## src/rtl/run_ctrl_pkg.sv

```systemverilog
//------------------------------------------------------------------------------
// Module  : run_ctrl_pkg
// Brief   : Shared state encoding and constants for the CPU run/step controller.
//           The LED/SSD select muxes decode state_o through these definitions.
// Revision: 1.0 - initial release
//------------------------------------------------------------------------------
`default_nettype none

package run_ctrl_pkg;

  // Width of the burst length input and the remaining-cycles counter
  localparam int BURST_W = 8;

  // Encoded controller states as presented on state_o
  localparam logic [2:0] ST_IDLE  = 3'd0;
  localparam logic [2:0] ST_STEP  = 3'd1;
  localparam logic [2:0] ST_BURST = 3'd2;
  localparam logic [2:0] ST_RUN   = 3'd3;
  localparam logic [2:0] ST_BREAK = 3'd4;

  typedef enum logic [2:0] {
    IDLE  = ST_IDLE,
    STEP  = ST_STEP,
    BURST = ST_BURST,
    RUN   = ST_RUN,
    BREAK = ST_BREAK
  } run_state_t;

endpackage

`default_nettype wire

```

## src/rtl/btn_debounce.sv

```systemverilog
//------------------------------------------------------------------------------
// Module  : btn_debounce
// Brief   : Push-button front end: 2-FF synchroniser, stability counter and
//           rising-edge detector producing a single-cycle press pulse.
// Revision: 1.0 - initial release
//------------------------------------------------------------------------------
`default_nettype none

module btn_debounce #(
  parameter int DEBOUNCE_CYCLES = 1_000_000
) (
  input  logic clk,
  input  logic rst,
  input  logic btn_raw,
  output logic press_pulse
);

  // Counter wide enough to reach DEBOUNCE_CYCLES-1 (at least one bit)
  localparam int CW = (DEBOUNCE_CYCLES > 1) ? $clog2(DEBOUNCE_CYCLES + 1) : 1;

  logic          sync1;
  logic          sync2;
  logic [CW-1:0] stable_cnt;
  logic          level;
  logic          level_d;

  // Bring the asynchronous button into the clk domain
  always_ff @(posedge clk) begin
    if (rst) begin
      sync1 <= 1'b0;
      sync2 <= 1'b0;
    end else begin
      sync1 <= btn_raw;
      sync2 <= sync1;
    end
  end

  // Accept a new level only after DEBOUNCE_CYCLES consecutive differing samples;
  // any sample that agrees with the accepted level restarts the count.
  always_ff @(posedge clk) begin
    if (rst) begin
      stable_cnt <= '0;
      level      <= 1'b0;
    end else if (sync2 != level) begin
      if (stable_cnt == CW'(DEBOUNCE_CYCLES - 1)) begin
        level      <= sync2;
        stable_cnt <= '0;
      end else begin
        stable_cnt <= stable_cnt + 1'b1;
      end
    end else begin
      stable_cnt <= '0;
    end
  end

  // Registered rising-edge detect: one pulse per accepted press, none on release
  always_ff @(posedge clk) begin
    if (rst) begin
      level_d     <= 1'b0;
      press_pulse <= 1'b0;
    end else begin
      level_d     <= level;
      press_pulse <= level & ~level_d;
    end
  end

endmodule

`default_nettype wire

```

## src/rtl/cpu_run_ctrl.sv

```systemverilog
//------------------------------------------------------------------------------
// Module  : cpu_run_ctrl
// Brief   : Run/step/burst/breakpoint controller generating the DataPath
//           clock-enable from two debounced push-buttons.
// Revision: 1.0 - initial release
//------------------------------------------------------------------------------
`default_nettype none

module cpu_run_ctrl
  import run_ctrl_pkg::*;
#(
  parameter int DEBOUNCE_CYCLES = 1_000_000,
  parameter int PC_W            = 32,
  parameter int CNT_W           = 16
) (
  input  logic               clk,
  input  logic               rst,
  input  logic               btn_step,
  input  logic               btn_run,
  input  logic [BURST_W-1:0] burst_len,
  input  logic               bp_en,
  input  logic [PC_W-1:0]    bp_addr,
  input  logic [PC_W-1:0]    pc,
  output logic               cpu_en,
  output logic               halted,
  output logic               bp_hit,
  output logic [2:0]         state_o,
  output logic [CNT_W-1:0]   cycle_count
);

  run_state_t         state;
  logic [BURST_W-1:0] remaining;
  logic               skip;
  logic               step_p;
  logic               run_p;
  logic               bp_match;
  logic               from_break;

  btn_debounce #(.DEBOUNCE_CYCLES(DEBOUNCE_CYCLES)) u_step_db (
    .clk         (clk),
    .rst         (rst),
    .btn_raw     (btn_step),
    .press_pulse (step_p)
  );

  btn_debounce #(.DEBOUNCE_CYCLES(DEBOUNCE_CYCLES)) u_run_db (
    .clk         (clk),
    .rst         (rst),
    .btn_raw     (btn_run),
    .press_pulse (run_p)
  );

  // Breakpoint compare, only live while free-running or bursting; skip lets a
  // resume step over the address it stopped on
  always_comb begin
    bp_match = bp_en && (pc == bp_addr) && !skip && ((state == RUN) || (state == BURST));
  end

  // Clock-enable: a breakpoint hit or a burst abort holds the DataPath in the same cycle
  always_comb begin
    cpu_en = 1'b0;
    if (!rst) begin
      case (state)
        STEP:    cpu_en = 1'b1;
        BURST:   cpu_en = !run_p && !bp_match;
        RUN:     cpu_en = !bp_match;
        default: cpu_en = 1'b0;
      endcase
    end
  end

  // Status decode; reset forces the halted view while the state register catches up
  always_comb begin
    halted     = rst || (state == IDLE) || (state == BREAK);
    bp_hit     = !rst && (state == BREAK);
    state_o    = state;
    from_break = (state == BREAK);
  end

  // Controller FSM with burst counter, breakpoint skip flag and cycle counter
  always_ff @(posedge clk) begin
    if (rst) begin
      state       <= IDLE;
      remaining   <= '0;
      skip        <= 1'b0;
      cycle_count <= '0;
    end else begin
      if (cpu_en && (cycle_count != {CNT_W{1'b1}})) begin
        cycle_count <= cycle_count + 1'b1;
      end
      if (cpu_en) begin
        skip <= 1'b0;
      end

      case (state)
        IDLE, BREAK: begin
          // run wins when both buttons pulse together
          if (run_p) begin
            state <= RUN;
            skip  <= from_break;
          end else if (step_p) begin
            if (burst_len <= BURST_W'(1)) begin
              state <= STEP;
            end else begin
              state     <= BURST;
              remaining <= burst_len;
            end
            skip <= from_break;
          end
        end

        STEP: begin
          state <= IDLE;
        end

        BURST: begin
          if (run_p) begin
            state     <= IDLE;
            remaining <= '0;
          end else if (bp_match) begin
            state     <= BREAK;
            remaining <= '0;
          end else if (remaining == BURST_W'(1)) begin
            state     <= IDLE;
            remaining <= '0;
          end else begin
            remaining <= remaining - 1'b1;
          end
        end

        RUN: begin
          if (run_p) begin
            state <= IDLE;
          end else if (bp_match) begin
            state     <= BREAK;
            remaining <= '0;
          end
        end

        default: begin
          state <= IDLE;
        end
      endcase
    end
  end

endmodule

`default_nettype wire
```

## config.mk

```make
export PLATFORM = sky130hd
export DESIGN_NAME = cpu_run_ctrl
export DESIGN_NICKNAME = d
export VERILOG_FILES = /design/src/rtl/run_ctrl_pkg.sv /design/src/rtl/btn_debounce.sv /design/src/rtl/cpu_run_ctrl.sv
export SDC_FILE = /design/constraint.sdc
export NUM_CORES = 1
export LEC_CHECK = 0
export CORE_MARGIN = 8
export CORE_UTILIZATION = 40
export CTS_CLUSTER_SIZE = 14
export DETAILED_ROUTE_END_ITERATION = 16
export GPL_TIMING_DRIVEN = 0
export PLACE_DENSITY_LB_ADDON = 0.12
export SYNTH_ARGS = -nofsm -noshare
export SYNTH_HDL_FRONTEND = slang
export SYNTH_HIERARCHICAL = 1
export SYNTH_SLANG_ARGS = --single-unit
export TNS_END_PERCENT = 20
```

## constraint.sdc

```tcl
create_clock -name clk -period 1.92 [get_ports clk]
set_input_delay 0.192 -clock clk [delete_from_list [all_inputs] [get_ports clk]]
set_output_delay 0.192 -clock clk [all_outputs]
set_load 0.1 [all_outputs]
```

==> run metrics <==
post-route cell area=6420 µm²; most frequent CP cell=buf_8; Placement Setup Slack=-1.63 ns; Initial DRT Pass Iterations=8; Die ar.=14400 µm²; CP max stage cell=clkdlybuf4s50_1; worst-margin pin slew=1.03 ns; Skew-Pair Late Insertion Delay=0.34 ns; Max Cap Viol=0; final worst setup slack=-0.350 ns; top cells by area, synth=dfxtp_1 (36%), xnor2_1 (9.9%), nor2_1 (4.7%); worst path required time=1.73 ns; failing checks=setup timing; final hold violations=0; Final ANT Viol Nets=0; Final min period=2.27 ns; first-iteration detailed-routing DRC count=226; Clock Skews=0.0172 ns; vias in the first global route=4198; Setup-failing EPs final=13; initial antenna violation count=0; CP Cell Sequence=clkdlybuf4s50_1, xnor2_2, nand2b_4, nor4b_4, and4_1, buf_6, buf_8, buf_8, nor3_4, buf_12; Vias=4385; fin nets=731; worst vdd ir=377 µV; Critical Setup Path Class=input pin to output pin; Ports=99; WL final=13300 µm; Crit Path Max Fanout=2; syn_nets=596; Tot GR Track Use=17.2%; CP arrival=2.08 ns; Bufs and invs on worst path=5; Top FF cell, synth=dfxtp_1; # hold bufs at CTS=0; Hold Worst Slack=0.383 ns; CTS max path bufs=2; post-synthesis sequential area ratio=36.1%; Post-Syn Area=4330 µm²; FP Rows=38; RSZ-0062 raised after global routing=yes; first-pass GRT wire length=20800 µm; total core area=10700 µm²; peak per-stage delay on the critical path=0.47 ns; CTS root buf=clkbuf_8; CTS sink cnt=78; fin crit share=118%; Power Dens Cells=494 nW/µm²; Worst setup SP type=input pin; WL/cell=16.7 µm; Fill cells=923; Slew Limit Fails=0; FFs w/ async S/R, synth=0%; area leader, netlist=dfxtp_1; Placer Congestion=0.931; Clock Pin Slew Worst Setup and Hold Paths=0.07 ns; critical path's top delay family=buffers and inverters; CTS tree=done; Warnings, synthesis=6; crit end category=output pin; largest net degree at the start of global routing=19; placed cell area=5580 µm²; share of the synthesized area in the top cell type=36.1%; Synth Area per Inst=8.42 µm²; DRC Markers=0; grt ovf=0; Mapped Cells=514; total CTS buffers=9; leakage=2.51 nW; antenna fix cells=0; min-delay worst type=register to register; maximum level of the CTS H-tree=3; share of post-route cells with drive strength above 1=22.7%; Seq cells post-synth=78; Fmax achieved=441 MHz; DP HPWL=9360 µm; port bufs=98; initial core utilization=40.5%; die width=120 µm; status=complete, but fails checks; Layout area overhead=48.3%; slew margin rel.=31.7%; Unique masters post-synth=53; routed vias/inst=5.53; EDFF count, synth=0; Die Height=120 µm
[per-stage QoR]
| stage | util [%] | TNS, ns | total power [W] | cells |
|---|---|---|---|---|
| after CTS | 56.7 | -0.588 | 0.00317 | 781 |
| after detailed placement | 52.2 | -27.47 | 0.00197 | 752 |
| after global placement | 52.2 | -26.06 | 0.00197 | 752 |
| after floorplan | - | -0.665 | 0.00176 | 514 |
| after global routing | 60.0 | -4.40 | 0.00330 | 793 |
| final | 60.0 | -1.15 | 0.00317 | 793 |
[cells by family (layout without fill, tap and decap cells)]
logic type,count (synthesis),count (layout),synth area share [%]
flops,78,78,36.1
mux,9,9,2.14
xor+xnor,64,64,12.9
fa+ha+maj,5,5,1.45
simple gates,257,257,33.0
compound gates,69,69,11.0
buf+inv,32,171,3.47
[cell usage after synthesis, drive strengths merged (8+ instances only)]
library cell   n
dfxtp         78
nor2          54
xnor2         49
nand3         32
nand4         31
nand2         29
nor3          24
a21oi         20
inv           19
o21ai         19
nor4          18
or4           15
xor2          15
or3           12
nor2b         11
nand2b         9
clkbuf         8
[worst register-to-register path, delay by kind of cell, from the launching register on]
family / cells / cell delay (ns)
AO/OA/AOI/OAI: 1 / 0.29
adder cells (fa/ha/maj): 1 / 0.16
buffers and inverters: 1 / 0.19
flip-flops: 1 / 0.38
AND/OR/NAND/NOR: 3 / 0.79
[flip-flops by register name (all words and copies together) (netlist names), 3 cells and up]
| register | flops |
|---|---|
| u_step_db/stable_cnt | 20 |
| u_run_db/stable_cnt | 20 |
| remaining | 8 |
| state_o | 3 |
| cycle_count | 16 |
[area by class of cell]
type | count | area [µm²] | area share [%]
well taps | 140 | 175 | 2.73
plain buffers | 12 | 106 | 1.66
multi-input cells | 404 | 3020 | 47.1
clock inverters | 3 | 18.8 | 0.292
repair buffers | 125 | 1220 | 19.0
flip-flops and latches | 78 | 1640 | 25.5
inverters | 19 | 71.3 | 1.11
clock buffers | 12 | 166 | 2.59
[routing by layer]
layer | global-route usage, % | part of all wire, % | up-vias
met2 | 29.6 | 48 | 152
met3 | 4.51 | 8.7 | 10
met1 | 21.3 | 42 | 2070
li1 | - | - | 2153
met5 | 0 | 0 | -
met4 | 3.28 | 1.0 | 0
[power by group]
| part | switching (W) | internal [W] |
|---|---|---|
| Clock | 0.000580 | 0.000576 |
| Combinational | 0.000174 | 0.000241 |
| Sequential | 0.00000362 | 0.00160 |
| Total | 0.000758 | 0.00241 |
[cells in the final DEF, fill, tap and decap left out, drive strengths merged, types with 3 or more instances in the layout]
cell	synthesis	final
nor2b	11	11
or2	4	4
a21oi	20	20
o31ai	7	7
mux2i	7	7
clkinv	0	3
nand2b	9	9
o211ai	3	3
dlymetal6s2s	0	23
xnor2	49	49
nor4b	7	7
nand3	32	32
nor2	54	54
a32oi	5	5
buf	5	42
xor2	15	15
clkbuf	8	18
or4	15	15
nor4	18	18
clkdlybuf4s15	0	3
nand4	31	31
or3	12	12
dfxtp	78	78
ha	5	5
dlygate4sd2	0	39
nor3	24	24
inv	19	19
clkdlybuf4s50	0	24
nand2	29	29
o21ai	19	19
o221ai	4	4
and2	3	3
[final timing paths]
| check | start | to | slack (ns) | depth (start not counted) |
|---|---|---|---|---|
| setup / recovery | pc[23] | cpu_en | -0.35 | 10 |
| setup reg to reg | u_step_db/stable_cnt[0]$_SDFF_PP0_ | u_step_db/stable_cnt[15]$_SDFF_PP0_ | 0 | 6 |
| hold reg to reg | u_run_db/level_d$_SDFF_PP0_ | u_run_db/press_pulse$_SDFF_PP0_ | 0.38 | 1 |
| hold / removal | u_run_db/level_d$_SDFF_PP0_ | u_run_db/press_pulse$_SDFF_PP0_ | 0.38 | 1 |
[repair_timing]
item | 4_1_cts | 5_1_grt
setup buffers | 14 | 12
gates cloned | 0 | 1
pin swaps | 30 | 30
gates resized for setup | 138 | 58
endpoints found under the setup margin | 88 | 51
(Power assumes the default switching activity.)
